==> src/rtl/tcm_pkg.sv <==
// rtl/tcm_pkg.sv - shared types and defaults for the TCM request arbiter
package tcm_pkg;

   typedef enum logic [1:0] {
      RSP_IDLE  = 2'd0,
      RSP_IF    = 2'd1,
      RSP_LS_RD = 2'd2,
      RSP_LS_WR = 2'd3
   } rsp_state_e;

   localparam int STARVE_LIMIT_DEF = 4;
   localparam int STARVE_CNT_W     = 4;

endpackage

==> src/rtl/tcm_req_arbiter.sv <==
// rtl/tcm_req_arbiter.sv - two-port (fetch, load/store) arbiter onto one TCM request port
module tcm_req_arbiter
   import tcm_pkg::*;
#(
   parameter int ADDR_W       = 32,
   parameter int DATA_W       = 32,
   parameter int STARVE_LIMIT = STARVE_LIMIT_DEF
) (
   input  logic              clk,
   input  logic              rst,
   input  logic              if_req,
   input  logic [ADDR_W-1:0] if_addr,
   output logic              if_gnt,
   output logic              if_rvalid,
   output logic [DATA_W-1:0] if_rdata,
   input  logic              ls_req,
   input  logic [ADDR_W-1:0] ls_addr,
   input  logic              ls_we,
   input  logic [DATA_W-1:0] ls_wdata,
   output logic              ls_gnt,
   output logic              ls_rvalid,
   output logic [DATA_W-1:0] ls_rdata,
   output logic [ADDR_W-1:0] mem_addr,
   output logic [DATA_W-1:0] mem_data_wr,
   output logic              mem_we,
   input  logic [DATA_W-1:0] mem_data_rd
);

   localparam logic [STARVE_CNT_W-1:0] LIMIT = STARVE_CNT_W'(STARVE_LIMIT);

   logic [STARVE_CNT_W-1:0] starve_cnt;
   logic                    starve_hit;
   rsp_state_e              state;
   rsp_state_e              state_nxt;

   // LS normally wins; a fetch denied LIMIT cycles in a row takes the port once.
   assign starve_hit = if_req && (starve_cnt == LIMIT);
   assign if_gnt     = !rst && if_req && (!ls_req || starve_hit);
   assign ls_gnt     = !rst && ls_req && !if_gnt;

   always_ff @(posedge clk or posedge rst) begin
      if (rst) begin
         starve_cnt <= '0;
      end else if (if_req && !if_gnt) begin
         if (starve_cnt != LIMIT) begin
            starve_cnt <= starve_cnt + 1'b1;
         end
      end else begin
         starve_cnt <= '0;
      end
   end

   always_comb begin
      mem_addr    = '0;
      mem_data_wr = '0;
      mem_we      = 1'b0;
      if (if_gnt) begin
         mem_addr = if_addr;
      end else if (ls_gnt) begin
         mem_addr    = ls_addr;
         mem_data_wr = ls_wdata;
         mem_we      = ls_we;
      end
   end

   always_ff @(posedge clk or posedge rst) begin
      if (rst) begin
         state <= RSP_IDLE;
      end else begin
         state <= state_nxt;
      end
   end

   always_comb begin
      state_nxt = RSP_IDLE;
      if (if_gnt) begin
         state_nxt = RSP_IF;
      end else if (ls_gnt) begin
         state_nxt = ls_we ? RSP_LS_WR : RSP_LS_RD;
      end
   end

   // Response lands the cycle after the grant; store acks carry no data.
   always_comb begin
      if_rvalid = 1'b0;
      if_rdata  = '0;
      ls_rvalid = 1'b0;
      ls_rdata  = '0;
      if (!rst) begin
         case (state)
            RSP_IF: begin
               if_rvalid = 1'b1;
               if_rdata  = mem_data_rd;
            end
            RSP_LS_RD: begin
               ls_rvalid = 1'b1;
               ls_rdata  = mem_data_rd;
            end
            RSP_LS_WR: begin
               ls_rvalid = 1'b1;
            end
            default: ;
         endcase
      end
   end

endmodule

==> config.mk <==
export PLATFORM = sky130hd
export DESIGN_NAME = tcm_req_arbiter
export DESIGN_NICKNAME = d
export VERILOG_FILES = /design/src/rtl/tcm_pkg.sv /design/src/rtl/tcm_req_arbiter.sv
export SDC_FILE = /design/constraint.sdc
export NUM_CORES = 1
export LEC_CHECK = 0
export ABC_AREA = 1
export CAP_MARGIN = 10
export CORE_AREA = 2 2 104 106
export CTS_BUF_LIST = sky130_fd_sc_hd__clkbuf_4 sky130_fd_sc_hd__clkbuf_8
export CTS_CLUSTER_DIAMETER = 100
export DETAILED_ROUTE_END_ITERATION = 12
export DIE_AREA = 0 0 106 108
export DONT_BUFFER_PORTS = 1
export GPL_TIMING_DRIVEN = 0
export MAX_ROUTING_LAYER = met4
export SYNTH_ARGS = -nofsm -noshare
export SYNTH_HDL_FRONTEND = slang
export SYNTH_SLANG_ARGS = --single-unit
==> constraint.sdc <==
create_clock -name clk -period 1.7 [get_ports clk]
set_input_delay 0.51 -clock clk [delete_from_list [all_inputs] [get_ports clk]]
set_output_delay 0.51 -clock clk [all_outputs]
set_load 0.01 [all_outputs]
==> key figures, run 1 <==
Worst setup path
  • WP buf/inv: 3
  • Slowest CP cell: dfrtp_1
  • FF-to-FF setup slack: 340 ps
  • CP Cell Sequence: inv_2, ha_4, nand3_4, a21oi_4, buf_12, buf_8, nand2_2, nand2_2
  • CP max stage delay: 390 ps
  • Top delay family on crit path: flip-flops
  • Crit path top cell by count: nand2_2
  • Worst EP arrival: 1580 ps
  • CP startpoint kind: flip-flop
  • Crit Path Max Fanout: 8
  • WP data required: 1190 ps
  • Crit path capture type: output port
  • Kind of critical path: flip-flop to output port

STA
  • Final setup fails: 130
  • Setup Total Neg Slack: -26750 ps
  • Max Slew Vio Count: 0
  • RSZ-0062 raised after global routing: true
  • Final Hold Vio Count: 0
  • Peak Freq: 478.3 MHz
  • Actual slew at the worst max-slew pin: 311.3 ps
  • Slew HR: 79.17%
  • Final period util: 123.0%
  • PnR worst setup slack: -390.8 ps
  • Skew final: 0.4909 ps
  • Fin crit period: 2091 ps

Pwr
  • Leak Pwr: 0.001536 uW
  • VDD IR max: 166.6 uV
  • PD cells: 356.4 nW/um^2
  • Final Power: 1195 uW

Global routing
  • Number of global-route vias before repair: 2077
  • Pin count of the biggest net entering global routing: 11
  • Aggregate global-route resource usage: 12.79%
  • Congestion Overflow GR: 0
  • First-pass GRT wire length: 11050 um
  • Initial antenna violation count: 0

Clocking
  • Worst-path clk slew: 40 ps
  • CTS tree: yes
  • TritonCTS Sinks: 6
  • Clk root buf: clkbuf_8
  • H-Tree Level Count: 1
  • Num CTS Buffers: 3
  • Hold_buf cts: 0
  • CTS Buffer Depth: 2
  • Clk_lat worst skew: 220 ps

Yosys
  • Syn. warnings: 0
  • Sequential area share after synthesis: 10.08%
  • Compound-Gate Fraction of Synth Area: 1.595%
  • Main combinational cell family by area after synthesis: simple AND/OR/NAND/NOR gates
  • Synth Area in XOR/XNOR: 1.175%
  • Synthesized flop and latch total: 6
  • Cell count after synthesis: 324
  • Mapped Area: 1490 sq um
  • Synth Area in Simple Gates: 59.53%
  • Synth Area in Adders: 1.679%
  • Mux share of post-synthesis cell area: 0%
  • Synth unique cells: 17
  • Post-Syn Nets: 459
  • Avg Inst Size Synth: 4.599 sq um

Floorplanning
  • Initial Util: 14.57%
  • Cell row count: 37
  • Die Area: 11450 sq um
  • Die height: 108 um
  • Die Wd: 106 um
  • Core area: 10230 sq um
  • Total I/O pin count: 266

Status
  • Status: finished, violations left
  • Failing checks: setup timing

Cells and area
  • Final core utilization: 32.77%
  • Layout cells sized above 1: 61.84%
  • FF+latch area: 150.1 sq um
  • Multi-input gate area: 1932 sq um
  • Diode count: 0
  • Fillers: 1036
  • Area Overhead vs Synth: 125.0%
  • Net count, final: 496

Run
  • Max-cap viol count: 0

Place
  • HPWL Detailed: 6234 um
  • Gpl congestion: 0.8497
  • Buffers on Ports: 0

Drt
  • Initial DRC count: 68
  • Final wirelength: 8114 um
  • Antenna viol nets, final: 0
  • Remaining DRCs: 0
  • Detailed Routing Iterations Pass 1: 4
  • Via count: 2163
  • Avg Vias per Cell: 4.370
  • Avg WL per Cell: 16.39 um

Min path
  • HP Class: input port to asynchronous set/reset pin
## per-stage QoR
| step | hold WS [ps] | area (sq um) | setup slack, ps | instances |
|---|---|---|---|---|
| floorplan | 260.7 | 1888 | -47.05 | 324 |
| global placement | 274.9 | 2058 | -304.2 | 460 |
| detailed placement | 275.2 | 2058 | -334.7 | 460 |
| CTS | 39.28 | 3054 | -387.4 | 486 |
| global route | 39.19 | 3353 | -461.5 | 495 |
| finish | 41.17 | 3353 | -390.8 | 495 |
## worst reg2reg max path, cell delays in order, from the launching register on
cell	delay (ps)
dfrtp_1	390
inv_2	80
ha_4	140
nand3_4	100
nand2_4	90
nand2_4	70
nand2_8	100
buf_16	150
buf_12	110
inv_8	30
## synth_stat cells
library cell,number,area [sq um]
a21oi_4,1,16.27
buf_2,9,45.04
buf_6,3,33.78
clkbuf_1,6,22.52
dfrtp_1,6,150.1
ha_1,2,25.02
inv_1,75,281.5
inv_2,1,3.750
nand2_1,74,277.8
nand2_4,2,22.52
nand3_1,34,170.2
nand3_2,1,10.01
nand4_1,1,6.260
nor2_1,105,394.1
nor2_2,1,6.260
o31ai_1,1,7.510
xor2_1,2,17.52
## repair_timing
item	in CTS	in global routing
endpoints found under the setup margin	130	132
pin swaps	10	29
resized for setup	155	54
gates cloned	7	3
buffers inserted	16	7
hold endpoints to repair	0	0
## layer usage
layer / vias to the layer above / global-route usage [%] / routed length, um
li1: 996 / - / -
met1: 993 / 11.16 / 2398
met2: 161 / 25.62 / 4652
met3: 13 / 4.461 / 903
met4: 0 / 3.853 / 160
met5: - / - / 0
## registers in the layout (all words and copies together), names as in the netlist
register	flops
starve_cnt	4
state	2
## worst paths after layout
kind / from / to / depth (start not counted)
min in group clk: rst / state[0] / 1
max in group asynchronous: rst / state[1] / 1
worst max-delay path: starve_cnt[0] / mem_addr[27] / 8
worst min register to register: starve_cnt[3] / starve_cnt[2] / 3
worst max register to register: starve_cnt[0] / state[1] / 9
worst min-delay path: rst / starve_cnt[0] / 1
## report_power, final
| part | switching, uW | internal [uW] |
|---|---|---|
| combinational | 480 | 327 |
| clock | 63.5 | 152 |
| sequential | 15.0 | 158 |
## layout make-up
| type | instances | share of cell area, % |
|---|---|---|
| flip-flops and latches | 6 | 4.478 |
| repair buffers | 33 | 13.73 |
| well taps | 136 | 5.075 |
| multi-input cells | 224 | 57.61 |
| plain buffers | 17 | 8.694 |
| clock buffers | 3 | 1.231 |
| inverters | 76 | 9.179 |
## cells in the final DEF, fill, tap and decap left out, types with 8 or more instances in the layout
cell type  synthesis  final
nor2_1           105      9
nand2_1           74     22
nand2_4            2     11
nor2_4             0     95
clkbuf_16          0     12
nand2_2            0     41
nand3_2            1      8
buf_4              0     13
inv_1             75     69
nand3_1           34     26
buf_6              3      9
## logic make-up (layout without fill, tap and decap cells)
family / Yosys count / after routing
xor+xnor: 2 / 2
compound gates: 2 / 2
flops: 6 / 6
simple gates: 218 / 218
buf+inv: 94 / 129
fa+ha+maj: 2 / 2
Note: power is estimated with default switching activity, not from simulation.
==> run 2: changes to the inputs <==
- CORE_AREA: 2 2 104 106 -> 2 2 103 105
- DIE_AREA: 0 0 106 108 -> 0 0 105 107
- DONT_BUFFER_PORTS: 1 -> unset
==> key figures, run 2 (synthesized netlist as in run 1, its figures left out) <==
Status
  • Status: finished, violations left
  • Failing checks: setup timing

Clocking
  • TritonCTS Sinks: 6 (unchanged)
  • Hold_buf cts: 0 (unchanged)
  • Clk_lat worst skew: 220 ps (about the same)
  • H-Tree Level Count: 1 (unchanged)
  • Worst-path clk slew: 30 ps (about the same)
  • Clk root buf: clkbuf_8
  • Num CTS Buffers: 3 (unchanged)
  • CTS Buffer Depth: 2 (unchanged)
  • CTS tree: yes

Place
  • HPWL Detailed: 7941 um (+27%)
  • Post-DP Area: 4711 sq um (+130%)
  • Buffers on Ports: 265 (+265)
  • Gpl congestion: 0.8114 (-4.5%)
  • Place WS: -1355 ps (-1021 ps)

Cells and area
  • Max FFs per register: 4 (unchanged)
  • Layout cells sized above 1: 64.13% (+2.3 points)
  • Regs by FF count: starve_cnt: 4 flops, state: 2 flops
  • Commonest non-fill, non-tap cell in the layout: buf_6
  • Fillers: 884 (-15%)
  • Largest Register: starve_cnt
  • Diode count: 0 (unchanged)
  • Post-route cell area: 6302 sq um (+88%)
  • Area Overhead vs Synth: 322.9%
  • Net count, final: 806 (+63%)
  • Multi-input gate area: 1834 sq um (-5.1%)
  • FF+latch area: 150.1 sq um (unchanged)
  • Commonest cells after routing, fill and taps aside: 144 x buf_6, 105 x clkdlybuf4s50_1, 71 x nor2_4

STA
  • Skew final: 1.631 ps (+1.140 ps)
  • Final Hold Vio Count: 0 (unchanged)
  • Final period util: 130.7% (+7.7 points)
  • RSZ-0062 raised after global routing: true
  • Final setup fails: 131 (+0.77%)
  • Fin crit period: 2222 ps (+131.2 ps)
  • PnR worst setup slack: -522.0 ps (-131.2 ps)
  • Actual slew at the worst max-slew pin: 256.5 ps (-54.80 ps)
  • Slew HR: 82.90% (+3.7 points)
  • Max Slew Vio Count: 0 (unchanged)
  • Peak Freq: 450.0 MHz (-5.9%)

Drt
  • Remaining DRCs: 0 (unchanged)
  • Via count: 3290 (+52%)
  • Avg WL per Cell: 13.58 um (-17%)
  • Initial DRC count: 48 (-29%)
  • Antenna viol nets, final: 0 (unchanged)
  • Avg Vias per Cell: 4.087 (-6.5%)
  • Final wirelength: 10930 um (+35%)
  • Detailed Routing Iterations Pass 1: 4 (unchanged)

Floorplanning
  • Die Area: 11240 sq um (-1.9%)
  • Initial Util: 14.77% (+0.20 points)
  • Cell row count: 37 (unchanged)
  • Core area: 10090 sq um (-1.4%)
  • Total I/O pin count: 266 (unchanged)
  • Die Wd: 105 um (-0.94%)
  • Die height: 107 um (-0.93%)

Worst setup path
  • R2r worst-path depth: 10 (+1)
  • Slowest CP cell: dfrtp_1
  • Worst EP arrival: 1710 ps (+130 ps)
  • Crit path top cell by count: buf_6
  • Kind of critical path: flip-flop to output port
  • CP startpoint kind: flip-flop
  • WP data required: 1190 ps (about the same)
  • R2R Path Start: starve_cnt[1]
  • Crit Path Max Fanout: 7 (-1)
  • WP buf/inv: 5 (+2)
  • Critical R2R Capture: state[0]
  • CP max stage delay: 390 ps (about the same)
  • Top delay family on crit path: buffers and inverters
  • CP Cell Sequence: inv_2, ha_4, nand3_4, nand2_4, nand2_8, buf_6, buf_6, buf_6, nand3_2, nand2_2, buf_6
  • FF-to-FF setup slack: 120 ps (-220 ps)
  • Crit path capture type: output port

Global routing
  • Initial antenna violation count: 0 (unchanged)
  • Congestion Overflow GR: 0 (unchanged)
  • Pin count of the biggest net entering global routing: 11 (unchanged)
  • First-pass GRT wire length: 15410 um (+40%)
  • Number of global-route vias before repair: 3257 (+57%)
  • Aggregate global-route resource usage: 17.23% (+4.4 points)

Pwr
  • Leak Pwr: 0.003076 uW (+100%)
  • Final Power: 1815 uW (+52%)
  • VDD IR max: 153.1 uV (-8.1%)
  • PD cells: 288.0 nW/um^2 (-19%)

Min path
  • HP Class: input port to asynchronous set/reset pin

Run
  • Max-cap viol count: 0 (unchanged)
run 2: cell types whose count changed in the layout (fill, tap and decap cells not counted), moves of 16 or more:
cell / previous run / this run
nor2_2: 2 / 18
dlygate4sd2_1: 0 / 22
buf_2: 3 / 32
buf_6: 9 / 144
inv_1: 69 / 45
inv_2: 4 / 28
nor2_4: 95 / 71
clkdlybuf4s50_1: 0 / 105
run 2: final cells by class:
cell class	instances	share of cell area, %
plain buffers	13	3.296
clock buffers	3	0.6552
inverters	76	4.725
multi-input cells	224	29.10
flip-flops and latches	6	2.382
well taps	136	2.700
repair buffers	347	57.14
run 2: power breakdown:
group / total, uW / internal, uW / switching, uW / leakage, uW
sequential: 172 / 158 / 14.2 / 0.0000797
clock: 202 / 151 / 50.8 / 0.0000216
combinational: 1440 / 841 / 601 / 0.00297
run 2: worst reg2reg max path, delay by kind of cell, from the launching register on:
kind,cells,cell delay (ps)
buf+inv,5,600
flops,1,390
simple gates,3,290
fa+ha+maj,1,140
compound gates,1,60
run 2: through the flow:
| stage | cells | hold WS, ps | utilization (%) | setup TNS (ps) |
|---|---|---|---|---|
| finish | 805 | 172.6 | 62.45 | -40650 |
| global route | 805 | 170.4 | 62.45 | -48530 |
| CTS | 786 | 167.5 | 53.41 | -39260 |
| detailed placement | 725 | 602.7 | 46.68 | -167770 |
| global placement | 725 | 603.7 | 46.68 | -164750 |
| floorplan | 324 | 260.7 | - | -2041 |
run 2: metal layers:
metal	GRT usage (%)	share of wire [%]	vias to the layer above
met5	-	0	-
met4	2.190	1.2	0
met3	4.073	7.2	10
met2	36.46	57	162
met1	15.77	34	1496
li1	-	-	1622
run 2: timing repair:
action | CTS | global route
setup endpoints to repair | 138 | 133
gates resized for setup | 726 | 199
gates cloned | 7 | 2
pin swaps | 34 | 22
endpoints found under the hold margin | 0 | 0
buffers inserted | 51 | 27
run 2: worst max-delay path by stage:
stage	startpoint	end	slack, ps	cells after the start
floorplan	starve_cnt[1]	mem_addr[22]	-50	7
detailed placement	rst	mem_addr[29]	-1360	9
finish	starve_cnt[1]	mem_addr[12]	-520	11
global route	starve_cnt[1]	mem_addr[12]	-590	11
global placement	rst	mem_addr[29]	-1350	9
CTS	starve_cnt[1]	mem_addr[6]	-530	11
